### src/rtl/serial_frame_tx.sv
// Parallel-to-serial frame transmitter: start bit (0), WIDTH data bits MSB first, stop bit (1),
// each bit held for CLK_DIV clocks. Words arrive over a valid/ready handshake accepted only in IDLE.
module serial_frame_tx #(
  parameter int WIDTH   = 8,
  parameter int CLK_DIV = 4
) (
  input  logic             clk,
  input  logic             reset_n,
  input  logic [WIDTH-1:0] in_data,
  input  logic             in_valid,
  output logic             in_ready,
  output logic             tx_out,
  output logic             busy,
  output logic             done
);

  localparam int DIV_W = (CLK_DIV > 1) ? $clog2(CLK_DIV) : 1;
  localparam int BIT_W = (WIDTH > 1) ? $clog2(WIDTH) : 1;
  localparam logic [DIV_W-1:0] DIV_LAST = DIV_W'(CLK_DIV - 1);
  localparam logic [BIT_W-1:0] BIT_LAST = BIT_W'(WIDTH - 1);

  typedef enum logic [1:0] {S_IDLE, S_START, S_DATA, S_STOP} state_e;

  state_e           r_state, w_state_nxt;
  logic [WIDTH-1:0] r_shreg, w_shreg_nxt;
  logic [DIV_W-1:0] r_div_cnt, w_div_nxt;
  logic [BIT_W-1:0] r_bit_cnt, w_bit_nxt;
  logic             r_tx, w_tx_nxt;
  logic             r_ready, w_ready_nxt;
  logic             r_busy, w_busy_nxt;
  logic             r_done, w_done_nxt;

  logic w_accept;
  logic w_bit_end;

  assign w_accept  = in_valid && r_ready;
  assign w_bit_end = (r_div_cnt == DIV_LAST);

  // NOTE: sequential state uses non-blocking assignments so every register samples pre-edge values.
  always_ff @(posedge clk or negedge reset_n) begin
    if (!reset_n) begin
      r_state   <= S_IDLE;
      r_shreg   <= '0;
      r_div_cnt <= '0;
      r_bit_cnt <= '0;
      r_tx      <= 1'b1;
      r_ready   <= 1'b1;
      r_busy    <= 1'b0;
      r_done    <= 1'b0;
    end else begin
      r_state   <= w_state_nxt;
      r_shreg   <= w_shreg_nxt;
      r_div_cnt <= w_div_nxt;
      r_bit_cnt <= w_bit_nxt;
      r_tx      <= w_tx_nxt;
      r_ready   <= w_ready_nxt;
      r_busy    <= w_busy_nxt;
      r_done    <= w_done_nxt;
    end
  end

  always_comb begin
    w_state_nxt = r_state;
    case (r_state)
      S_IDLE:  if (w_accept) w_state_nxt = S_START;
      S_START: if (w_bit_end) w_state_nxt = S_DATA;
      S_DATA:  if (w_bit_end && (r_bit_cnt == BIT_LAST)) w_state_nxt = S_STOP;
      S_STOP:  if (w_bit_end) w_state_nxt = S_IDLE;
      default: w_state_nxt = S_IDLE;
    endcase
  end

  // NOTE: every signal gets a hold/default value up front so no path through the case infers a latch.
  always_comb begin
    w_shreg_nxt = r_shreg;
    w_div_nxt   = r_div_cnt;
    w_bit_nxt   = r_bit_cnt;
    w_tx_nxt    = r_tx;
    w_ready_nxt = r_ready;
    w_busy_nxt  = r_busy;
    w_done_nxt  = 1'b0;

    if (r_state != S_IDLE) begin
      w_div_nxt = w_bit_end ? '0 : r_div_cnt + DIV_W'(1);
    end

    case (r_state)
      S_IDLE: begin
        if (w_accept) begin
          w_shreg_nxt = in_data;
          w_tx_nxt    = 1'b0;
          w_ready_nxt = 1'b0;
          w_busy_nxt  = 1'b1;
          w_div_nxt   = '0;
          w_bit_nxt   = '0;
        end
      end
      S_START: begin
        if (w_bit_end) begin
          w_tx_nxt    = r_shreg[WIDTH-1];
          w_shreg_nxt = r_shreg << 1;
        end
      end
      S_DATA: begin
        if (w_bit_end) begin
          if (r_bit_cnt == BIT_LAST) begin
            w_tx_nxt = 1'b1;
          end else begin
            w_bit_nxt   = r_bit_cnt + BIT_W'(1);
            w_tx_nxt    = r_shreg[WIDTH-1];
            w_shreg_nxt = r_shreg << 1;
          end
        end
      end
      S_STOP: begin
        if (w_bit_end) begin
          w_ready_nxt = 1'b1;
          w_busy_nxt  = 1'b0;
          w_done_nxt  = 1'b1;
        end
      end
      default: ;
    endcase
  end

  assign in_ready = r_ready;
  assign tx_out   = r_tx;
  assign busy     = r_busy;
  assign done     = r_done;

endmodule
### config.mk
export PLATFORM = sky130hd
export DESIGN_NAME = serial_frame_tx
export DESIGN_NICKNAME = d
export VERILOG_FILES = /design/src/rtl/serial_frame_tx.sv
export SDC_FILE = /design/constraint.sdc
export NUM_CORES = 1
export LEC_CHECK = 0
export ABC_AREA = 1
export BUFFER_PORTS_ARGS = -buffer_cell sky130_fd_sc_hd__buf_2
export CORE_MARGIN = 2
export CORE_UTILIZATION = 60
export DETAILED_ROUTE_END_ITERATION = 7
export PLACE_DENSITY = 0.84
export SLEW_MARGIN = 20
export SYNTH_ARGS = -nofsm -noshare
export SYNTH_HDL_FRONTEND = slang
export SYNTH_SLANG_ARGS = --single-unit
### constraint.sdc
create_clock -name clk -period 2.5 [get_ports clk]
set_clock_uncertainty 0.15 [all_clocks]
set_input_delay 0.25 -clock clk [delete_from_list [all_inputs] [get_ports clk]]
set_output_delay 0.25 -clock clk [all_outputs]
set_load 0.02 [all_outputs]
==> flow_metrics.py <==
metrics = {
    "cts": {
        "cts.sink_count": 19,
        "cts_inserted_buffers": 3,
        "cts_buffer_depth": 2,
        "cts_tree": "built",
        "worstSkewPairLatency_ns": 0.30,
        "postCtsSetupBuffers": 0,
        "cts-resized-gates": 0,
        "clk_pin_slew_ns": 0.12,
        "cts_max_level": 1,
        "root_buffer": "clkbuf_4",
    },
    "min_path": {
        "min_path_type": "in2reg",
        "whs_endpoint": "r_shreg[4]$_DFFE_PN0P_",
        "whs_path_depth": 5,
        "worst_hold_startpoint": "in_data[4]",
    },
    "synth": {
        "syn-num-nets": 175,
        "ys_warn_count": 0,
        "synthTopCellsByArea": "dfrtp_1 (37%), nand2_1 (25%), ha_1 (11%)",
        "ys.flop_type": "dfrtp_1",
        "ys_seq_area_share_pct": 41.5,
        "syn-cell-area_mm2": 0.00115,
        "yosys.area.top_type": "dfrtp_1",
        "yosysMostFrequentCell": "nand2_1",
        "synth_edf_count": 0,
        "postSynthCellCount": 154,
        "synthArstFlopShare_pct": 100,
        "synth_top_area_share_pct": 36.9,
        "synth_common_cells": "nand2_1 (77), dfrtp_1 (17), inv_1 (16), ha_1 (10), nor2_1 (5)",
        "syn_area_per_cell_um2": 7.48,
        "ys_types": 19,
        "ys_ff_latch": 19,
    },
    "worst_setup_path": {
        "crit_chain": "inv_1 > ha_1 > inv_1 > nand2_1 > nand2_1 > nand2_1 > nand2_1",
        "timing.rr.end": "r_shreg[5]$_DFFE_PN0P_",
        "max_stage_delay_ns": 0.48,
        "cpMaxStageDelayCell": "ha_1",
        "cp-startpoint": "r_state[1]$_DFFE_PN0P_",
        "worstSetupStartpointType": "flip-flop",
        "cp_max_fo": 10,
        "end_kind": "flip-flop",
        "r2r_cells": 7,
        "path_common_cell": "nand2_1",
        "r2r_start": "r_state[1]$_DFFE_PN0P_",
        "critPathRequiredTime_ns": 2.56,
        "crit_type": "reg2reg",
        "arrival_ns": 1.77,
        "rrSetupSlack_ns": 0.79,
    },
    "pwr": {
        "peakVddDrop_uv": 276,
        "comb_power_share_pct": 4.0,
        "leakagePower_nw": 0.765,
        "pwr_density_cell_mw_per_mm2": 376,
        "p_int_mw": 0.376,
        "p_sw_mw": 0.108,
        "clkPwrFrac_pct": 32.4,
        "sw_frac_of_total_pct": 22.3,
        "p_seq_share_pct": 63.5,
    },
    "placement": {
        "gp_congestion": 0.784,
        "io_buffers": 14,
        "dp_slack_ns": 0.817,
        "hpwl_um": 1540,
    },
    "floorplan": {
        "core_mm2": 0.00176,
        "row_count": 15,
        "chipWidth_um": 47.8,
        "die_h_um": 47.8,
        "dieArea_mm2": 0.00229,
        "ios": 15,
        "start_util_pct": 65.3,
    },
    "finish": {
        "nNetsFinal": 194,
        "synthToLayoutAreaGrowth_pct": 11.6,
        "fin_util_pct": 72.9,
        "num_antenna_cells": 0,
        "drive_gt1_share_pct": 19.2,
    },
    "global_routing": {
        "grt_util_all_layers_pct": 20.3,
        "grt_pass1_wl_um": 3240,
        "grt_start_max_net_pins": 20,
        "antenna_found_initial": 0,
        "grt_pass1_vias": 746,
        "grt_overflow_total": 0,
    },
    "timing": {
        "setup_violations": 0,
        "layout_min_cycle_time_ns": 1.71,
        "relSlewSlack_pct": 72.1,
        "setup-tns-final_ns": 0,
        "rsz0062_at_grt": "false",
        "fin_hold_ws_ns": 0.0788,
        "hold_violations": 0,
        "max_freq_ghz": 0.584,
        "final_max_slew_viol_count": 0,
        "fin_ws_ns": 0.787,
        "tightestPinTransition_ns": 0.418,
        "finalCritPeriodShare_pct": 68.5,
    },
    "route": {
        "initialDrtViolationCount": 21,
        "routed_wl_um": 2030,
        "antenna_left": 0,
        "vias_per_cell": 4.72,
        "firstDrtPassIters": 4,
        "wl_per_cell_um": 10.3,
        "drc_errors": 0,
        "vias": 929,
    },
    "status": {
        "status": "finished, final reports clean",
    },
    "run": {
        "drv_cap": 0,
    },
}
## layer usage
metal  part of all wire, %  GRT usage, %
met1                    53          31.2
met2                    44          28.8
met3                   2.2          3.40
met4                   1.0          6.49
met5                     0             0
## flip-flops by register name (all words and copies together), names as in the netlist
signal,count
r_shreg,8
r_bit_cnt,3
r_div_cnt,2
r_state,2
busy,1
done,1
in_ready,1
tx_out,1
## kinds of logic (layout without fill, tap and decap cells)
kind of cell               Yosys count  count (layout)  share of synthesized area [%]
and+or+nand+nor                    100             100                           38.8
buffers and inverters               19              37                           6.30
adders and majority gates           10              10                           10.9
AOI/OAI and AO/OA                    6               6                           2.61
DFF                                 19              19                           41.5
## through the flow
stage / cells / instance area (um^2) / total power, mW
after floorplan: 154 / 1150 / 0.318
after global placement: 192 / 1250 / 0.332
after detailed placement: 192 / 1250 / 0.332
after CTS: 197 / 1290 / 0.487
after global routing: 197 / 1290 / 0.505
final: 197 / 1290 / 0.484
## how the worst max path moves through the flow
stage | endpoint | slack, ns
3_5_place_dp | r_shreg[5]$_DFFE_PN0P_ | 0.82
4_1_cts | r_shreg[5]$_DFFE_PN0P_ | 0.80
3_3_place_gp | r_shreg[7]$_DFFE_PN0P_ | 0.88
2_1_floorplan | r_shreg[1]$_DFFE_PN0P_ | 1.02
6_report | r_shreg[5]$_DFFE_PN0P_ | 0.79
5_1_grt | r_shreg[7]$_DFFE_PN0P_ | 0.64
## power by group through the flow
stage | logic [mW] | registers, mW | clock network, mW
6_report | 0.0196 | 0.307 | 0.157
5_1_grt | 0.0239 | 0.307 | 0.174
4_1_cts | 0.0203 | 0.307 | 0.160
3_5_place_dp | 0.0190 | 0.313 | 0
3_3_place_gp | 0.0188 | 0.313 | 0
2_1_floorplan | 0.00505 | 0.313 | 0
## final cells by class
cell class              instances  area, um^2
clock buffers                   3        22.5
well taps                      25        31.3
fillers                       144         478
multi-input cells             116         602
flip-flops and latches         19         478
clock inverters                 1        5.00
inverters                      18        67.6
repair buffers                 15        80.1
## layout by cell type (no fill, tap or decap)
cell and n:
a21oi_1 2, buf_2 14, clkbuf_4 3, clkinv_2 1, dfrtp_1 17, dfstp_2 2
dlygate4sd3_1 1, ha_1 10, inv_1 16, inv_2 2, nand2_1 77, nand2_2 2
nand2_4 2, nand3_1 4, nand3_2 3, nand4_1 3, nor2_1 5, nor2_2 1
nor2_4 2, o21ai_0 1, o21ai_1 3, or2_2 1
## worst max-delay path: cells and delay by family (launching register included)
family	cells	cell delay, ns
buf+inv	2	0.31
simple gates	4	0.25
flops	1	0.44
fa+ha+maj	1	0.48
## repair_timing
item / in CTS / in global routing
endpoints found under the hold margin: 17 / 0
endpoints found under the setup margin: 0 / 0
hold buffers: 1 / 0
Power figures use the tool's default switching activity.
